[src/rtl/inst_fetch.sv]
// Instruction fetch stage: owns the PC and fetches over a req/ack handshake.
// It holds each fetched instruction stable for decode until it retires.
// Optional feature macro FETCH_PERF_EN adds the retire_cnt and stall_cnt
// performance counters.
module inst_fetch #(
  parameter logic [31:0] RESET_PC = 32'h0000_0000,
  parameter int          PERF_W   = 32
) (
  input  logic              clk,
  input  logic              rst_n,
  input  logic              en,
  input  logic [2:0]        pc_src,
  input  logic [31:0]       rs_data,
  input  logic              alu_zero,
  input  logic              imem_ack,
  input  logic [31:0]       imem_rdata,
  output logic              imem_req,
  output logic [31:0]       imem_addr,
  output logic [31:0]       inst,
  output logic              inst_valid,
  output logic [31:0]       pc,
  output logic [31:0]       pc_plus4
`ifdef FETCH_PERF_EN
  ,
  output logic [PERF_W-1:0] retire_cnt,
  output logic [PERF_W-1:0] stall_cnt
`endif
);

  typedef enum logic [1:0] {S_BOOT, S_FETCH, S_EXEC} state_t;

  localparam logic [2:0] SRC_NEXT = 3'd0;
  localparam logic [2:0] SRC_JUMP = 3'd1;
  localparam logic [2:0] SRC_JR   = 3'd2;
  localparam logic [2:0] SRC_BEQ  = 3'd3;
  localparam logic [2:0] SRC_BNE  = 3'd4;

  state_t      state_q;
  logic [31:0] pc_q;
  logic [31:0] inst_q;
  logic        inst_valid_q;
  logic        req_q;
  logic [31:0] pc_plus4_w;
  logic [31:0] br_target_w;
  logic [31:0] next_pc_d;
  logic        retire_w;

  assign pc_plus4_w  = pc_q + 32'd4;
  // Branch offset is the sign-extended word displacement, relative to pc+4.
  assign br_target_w = pc_plus4_w + {{14{inst_q[15]}}, inst_q[15:0], 2'b00};
  assign retire_w    = (state_q == S_EXEC) && en;

  // Next-PC selection; only consumed on the retiring EXEC cycle.
  always_comb begin
    next_pc_d = pc_plus4_w;
    case (pc_src)
      SRC_NEXT: next_pc_d = pc_plus4_w;
      SRC_JUMP: next_pc_d = {pc_plus4_w[31:28], inst_q[25:0], 2'b00};
      SRC_JR:   next_pc_d = rs_data;
      SRC_BEQ:  next_pc_d = alu_zero  ? br_target_w : pc_plus4_w;
      SRC_BNE:  next_pc_d = !alu_zero ? br_target_w : pc_plus4_w;
      default:  next_pc_d = pc_plus4_w;
    endcase
  end

  // Fetch FSM: BOOT -> FETCH (wait for ack) -> EXEC (wait for en) -> FETCH.
  always_ff @(posedge clk or negedge rst_n) begin
    if (!rst_n) begin
      state_q      <= S_BOOT;
      pc_q         <= RESET_PC;
      inst_q       <= 32'h0;
      inst_valid_q <= 1'b0;
      req_q        <= 1'b0;
    end else begin
      case (state_q)
        S_BOOT: begin
          state_q <= S_FETCH;
          req_q   <= 1'b1;
        end
        S_FETCH: begin
          // Ack is taken regardless of en: the memory transaction never aborts.
          if (imem_ack) begin
            inst_q       <= imem_rdata;
            inst_valid_q <= 1'b1;
            req_q        <= 1'b0;
            state_q      <= S_EXEC;
          end
        end
        S_EXEC: begin
          if (en) begin
            pc_q         <= next_pc_d;
            inst_valid_q <= 1'b0;
            req_q        <= 1'b1;
            state_q      <= S_FETCH;
          end
        end
        default: begin
          state_q <= S_BOOT;
          req_q   <= 1'b0;
        end
      endcase
    end
  end

  assign imem_req   = req_q;
  assign imem_addr  = pc_q;
  assign inst       = inst_q;
  assign inst_valid = inst_valid_q;
  assign pc         = pc_q;
  assign pc_plus4   = pc_plus4_w;

`ifdef FETCH_PERF_EN
  logic [PERF_W-1:0] retire_cnt_q;
  logic [PERF_W-1:0] stall_cnt_q;
  logic              stall_w;

  assign stall_w = ((state_q == S_FETCH) && !imem_ack) ||
                   ((state_q == S_EXEC) && !en);

  // Free-running wrap-around counters of retired instructions and stall cycles.
  always_ff @(posedge clk or negedge rst_n) begin
    if (!rst_n) begin
      retire_cnt_q <= '0;
      stall_cnt_q  <= '0;
    end else begin
      if (retire_w) retire_cnt_q <= retire_cnt_q + 1'b1;
      if (stall_w)  stall_cnt_q  <= stall_cnt_q + 1'b1;
    end
  end

  assign retire_cnt = retire_cnt_q;
  assign stall_cnt  = stall_cnt_q;
`else
  // Retirement is only observable through the FSM when counters are absent.
  logic unused_w;
  assign unused_w = retire_w;
`endif

endmodule

[config.mk]
export PLATFORM = sky130hd
export DESIGN_NAME = inst_fetch
export DESIGN_NICKNAME = d
export VERILOG_FILES = /design/src/rtl/inst_fetch.sv
export SDC_FILE = /design/constraint.sdc
export NUM_CORES = 1
export LEC_CHECK = 0
export ABC_AREA = 1
export CAP_MARGIN = 20
export CORE_ASPECT_RATIO = 1.1
export CORE_MARGIN = 5
export CORE_UTILIZATION = 49
export DETAILED_ROUTE_END_ITERATION = 8
export HOLD_SLACK_MARGIN = 0.12
export PLACE_DENSITY = 0.92
export SLEW_MARGIN = 20
export SYNTH_ARGS = -nofsm -noshare
export SYNTH_HDL_FRONTEND = slang
export SYNTH_SLANG_ARGS = --single-unit
[constraint.sdc]
create_clock -name clk -period 3.6 [get_ports clk]
set_clock_uncertainty 0.1 [all_clocks]
set_input_delay 0.72 -clock clk [delete_from_list [all_inputs] [get_ports clk]]
set_output_delay 0.72 -clock clk [all_outputs]
set_load 0.005 [all_outputs]
* Word-level counts from Yosys, hierarchy flattened
Index checks and enable logic that the tools add are counted.
** Operators by class
- Reduce and logical (&&, ||, !) cells :: 6
- Mux-type cells :: 12
- Add/sub/neg operators :: 2
- Equality and inequality tests :: 8
** Operators by type and width (count)
- case mux 32 bit (4 select lines) :: 1
- 2-to-1 mux 32 bit :: 2
- adder 32 x 3 -> 32 bit, second input constant :: 1
- adder 32 bit :: 1
- equality test 3 x 2 -> 1 bit, second input constant :: 2
- case mux 2 bit (3 select lines) :: 1
- AND reduction 2 bit :: 3
- 2-to-1 mux 1 bit :: 4
- 2-to-1 mux 2 bit :: 2
- != test 2 bit, second input constant :: 2
- equality test 3 x 1 -> 1 bit, second input constant :: 1
- equality test 3 bit, second input constant :: 1
- case mux 1 bit (3 select lines) :: 1
- AND reduction 3 bit :: 1
- equality test 2 x 1 -> 1 bit, second input constant :: 1
- equality test 2 bit, second input constant :: 1
- zero test 2 bit :: 1
- case mux 1 bit (2 select lines) :: 1
- nonzero test 2 bit :: 1
** Storage, ports and cells
- Output and inout bits :: 130
- Logic and storage cells :: 33
- Register bits :: 68

* Longest topological paths before layout
- Depth in word-level cells :: 4
- Mapped depth :: 25
- Gate-level depth less buffers :: 25

* Worst setup path before layout
Ideal clock, no wire load.
- Path type :: reg2reg
- Start :: reg pc_q[2], in the netlist imem_addr[2]
- End :: reg pc_q[29], in the netlist imem_addr[29]
- Path slack :: 0.766 ns
- Stages on the path, launching flop included :: 21
- Buffers on the path :: 0
- Arrival :: 2.620 ns
- Setup time :: 0.113 ns
- Required time :: 3.387 ns
- Cells stage by stage :: dfrtp_1 > ha_1 > nand2_1 > nor2_2 > nand2_1 > inv_1 > nand4_1 > and2_1 > ha_1 > nand2_1 > nor2_1 > inv_1 > nor2_1 > and2_1 > nand2_1 > nand2_1 > nand2_1 > nand3_1 > nand3_1 > nand2_1 > inv_1
** Between the ends
- Word-level cells in the longest chain between the ends :: 4
** RTL lines
- start: declaration :: line 39 : logic [31:0] pc_q;
- start signal: assignment :: line 91 : pc_q <= next_pc_d;
- adder 32 x 3 -> 32 bit (*) :: line 48 : assign pc_plus4_w = pc_q + 32'd4;
- via pc_plus4[18] :: line 22 : output logic [31:0] pc_plus4
- adder 32 bit (*) :: line 50 : assign br_target_w = pc_plus4_w + {{14{inst_q[15]}}, inst_q[15:0], 2'b00};
- 2-to-1 mux 32 bit (on tied branches) :: line 61, 60
- case mux 32 bit (4 select lines) (*) :: line 56 : case (pc_src)
The timed path passes the listed nets; every way through them passes the cells marked *.
A chain may end at the register's enable or synchronous reset.

* Worst setup path after layout
- Start :: reg pc_q[3], in the netlist imem_addr[3]
- End :: reg pc_q[21], in the netlist imem_addr[21]
** Between the ends
- Word-level cells in the longest chain between the ends :: 4
** RTL lines (line)
- adder 32 x 3 -> 32 bit (*) :: 48
- adder 32 bit :: 50
- 2-to-1 mux 32 bit (on tied branches) :: 61, 60
- case mux 32 bit (4 select lines) (*) :: 56
Mark *: on every way between the ends. The rest lies on a longest branch, timed or not.

==> summary.md <==
| Metric | Value |
|---|---|
| Final setup fails | `0` |
| Vias | `7907` |
| CP Max Fanout | `6` |
| Slew @ Worst Pin | `0.988 ns` |
| Antenna Nets Post-Route | `0` |
| Post-Syn Instances | `about 1100` |
| DP HPWL | `20900 um` |
| CP Data Required Time | `3.74 ns` |
| Reg2reg path depth | `19` |
| I/O pins | `202` |
| Synth Cell Area | `6870 um2` |
| Crit Path Class | `reg -> reg` |
| Synth-to-Final Area Change | `35.0%` |
| CTS tree | `yes` |
| Clock Pin Slew Worst Setup and Hold Paths | `0.06 ns` |
| Final Hold Fails | `0` |
| Area of placed instances | `about 8900 um2` |
| # Max-Cap Violations | `0` |
| Clk sink count | `67` |
| Flop-to-flop setup slack | `~0.18 ns` |
| Die Wd | `123 um` |
| Synthesized area per cell | `6.32 um2` |
| P per Cell Area | `1080 nW/um2` |
| Largest net degree at the start of global routing | `35` |
| Clock latency on the worst-skew pair | `0.35 ns` |
| Num rows | `45` |
| Die H | `134 um` |
| Most common cell in the synthesized netlist | `nand2_1` |
| Status | `complete, no violations` |
| DRC | `0` |
| Post-Synth XOR/XNOR Area | `0.0266` |
| Tmin final | `around 3.4 ns` |
| Fillers | `around 1200` |
| Ranking of synthesized cells by area | `dfrtp_1, nand2_1, inv_1` |
| Worst ir drop on vdd | `0.000668 V` |
| Top cells by count, synth | `nand2_1, inv_1, nor2_1, nand3_1, dfrtp_1` |
| Root Driver | `clkbuf_16` |
| Worst slew margin | `0.342` |
| Post-route setup TNS | `0 ns` |
| Tot Pwr | `0.0100 W` |
| Post-synth top area share | `0.244` |
| Setup repair after global routing missed its margin | `yes` |
| Antenna cell count | `0` |
| Leak | `between 4 and 5 nW` |
| Yosys top cell by area | `dfrtp_1` |
| CP Capture Type | `flop` |
| Met3 wire length | `2680 um` |
| Placed insts | `1445` |
| Total grt overflow | `0` |
| WL met1 | `10100 um` |
| Crit path DAT | `3.57 ns` |
| Post-CTS setup buffer count | `0` |
| GRT Overall Usage | `0.316` |
| Vias in the first global route | `around 7700` |
| Critical path startpoint category | `flop` |
| Gpl congestion | `1.04` |
| Synth Area in Simple Gates | `0.361` |
| Hold Crit Depth | `2` |
| TritonRoute pass-1 iters | `6` |
| Post-synthesis sequential area ratio | `0.244` |
| Post-Syn Nets | `1196` |
| Synth Register Bits | `67` |
| Num CTS Buffers | `9` |
| Initial antenna violation count | `0` |
| Multiplexer share of the synthesized area | `0.0410` |
| Non-filler instance count after layout | `1461` |
| Tcrit/Tclk final | `0.951` |
| CTS H-tree depth | `3` |
| Length of routed met2 wiring | `12200 um` |
| Number of synthesized flops with an enable pin | `0` |
| Port bufs | `201` |
| Worst hold slack | `0.374 ns` |
| Min-Delay Path Class | `reg -> reg` |
| Post-Synth Adder-Cell Area | `0.0666` |
| Async SR Flop Fraction | `1.00` |
| Die area | `about 17000 um2` |
| # nets final | `between 1000 and 1500` |
| Floorplan core area | `13800 um2` |
| Max Slew Vio Count | `0` |
| Ys flop type | `dfrtp_1` |
| Initial DRC Count | `788` |
| Clk buf depth | `2` |
| Share of layout cells above drive strength 1 | `0.0825` |
| Distinct cells, synth | `48` |
| DRT Wirelength | `26300 um` |
| First-pass GRT wire length | `40100 um` |
| Highest metal used | `met4` |
| Largest family of logic cells by synthesized area | `simple AND/OR/NAND/NOR gates` |
| Fin area | `9280 um2` |
| Initial cell density of the core | `0.498` |
| Compound-gate portion of the synthesized area | `0.0992` |
| Yosys warning count | `0` |
| Max frequency | `around 300 MHz` |
| Hold_buf cts | `0` |
| Vias per cell | `5.41` |
| Post-detailed-route wirelength per cell | `roughly 18 um` |
layout by cell type (no fill, tap or decap), drive strengths merged, types with 25 or more instances in the layout:
cell type | netlist | routed
a21oi | 47 | 47
dfrtp | 67 | 67
ha | 35 | 35
o21ai | 38 | 38
clkdlybuf4s50 | 0 | 200
nand3 | 83 | 83
mux2 | 25 | 25
nor2 | 93 | 93
nand2 | 352 | 352
inv | 195 | 197
what timing repair did:
item	in CTS	in global routing
setup endpoints to repair	0	18
endpoints found under the hold margin	0	0
resized for setup	0	13
metrics by stage:
stage | util | worst slack (ns)
global placement | 0.647 | 0.126
finish | 0.673 | 0.175
global route | 0.673 | -0.00264
detailed placement | 0.647 | 0.0969
CTS | 0.669 | 0.0540
floorplan | - | 0.766
final cells by class:
type	count	area, um2	area share
clock inverter	7	76.3	0.00822
sequential	67	1680	0.181
multi-input combinational	773	4150	0.447
timing repair buffer	221	2180	0.235
tap	188	235	0.0253
clock buffer	9	225	0.0243
inverter	196	737	0.0794
sequential cells by signal (all words and copies together) (netlist names):
register	flops
imem_addr	32
inst	32
imem_req	1
state_q	1
inst_valid	1
power by group:
part / leakage, nW / switching [W] / internal, W
sequential: 0.754 / 0.000544 / 0.00111
combinational: 3.88 / 0.00419 / 0.00323
clock: 0.148 / 0.000395 / 0.000543
total: 4.78 / 0.00513 / 0.00489
final timing paths:
check | startpoint | end
setup / recovery | imem_addr[3] | imem_addr[21]
hold / removal | inst_valid | inst_valid
setup reg to reg | imem_addr[3] | imem_addr[21]
hold reg to reg | inst_valid | inst_valid
max in group asynchronous | rst_n | imem_addr[2]
min in group asynchronous | rst_n | inst[30]
logic make-up after synthesis:
family | Yosys count
XOR/XNOR | 20
multiplexers | 25
adder cells (fa/ha/maj) | 36
flip-flops | 67
buffers and inverters | 248
AO/OA/AOI/OAI | 116
AND/OR/NAND/NOR | 576
critical path, cell delays in order (launching register included):
cell      delay, ns
dfrtp_2        0.43
ha_2           0.25
nand2_1        0.12
nor2_2         0.18
nand2_1        0.14
inv_1          0.15
nand4_1        0.11
and2_1         0.22
ha_2           0.40
nand2_1        0.13
nor2_2         0.15
inv_1          0.06
nor2_2         0.17
nand4_1        0.21
nand3_1        0.12
nand2_1        0.05
nand3_1        0.13
nand3b_1       0.09
nand2_1        0.07
inv_1          0.04
routing by layer:
metal,track usage,vias to the layer above
met4,0.156,0
met1,0.385,3607
met2,0.518,458
met5,0,-
li1,-,3759
met3,0.0759,83
(Power assumes the default switching activity.)
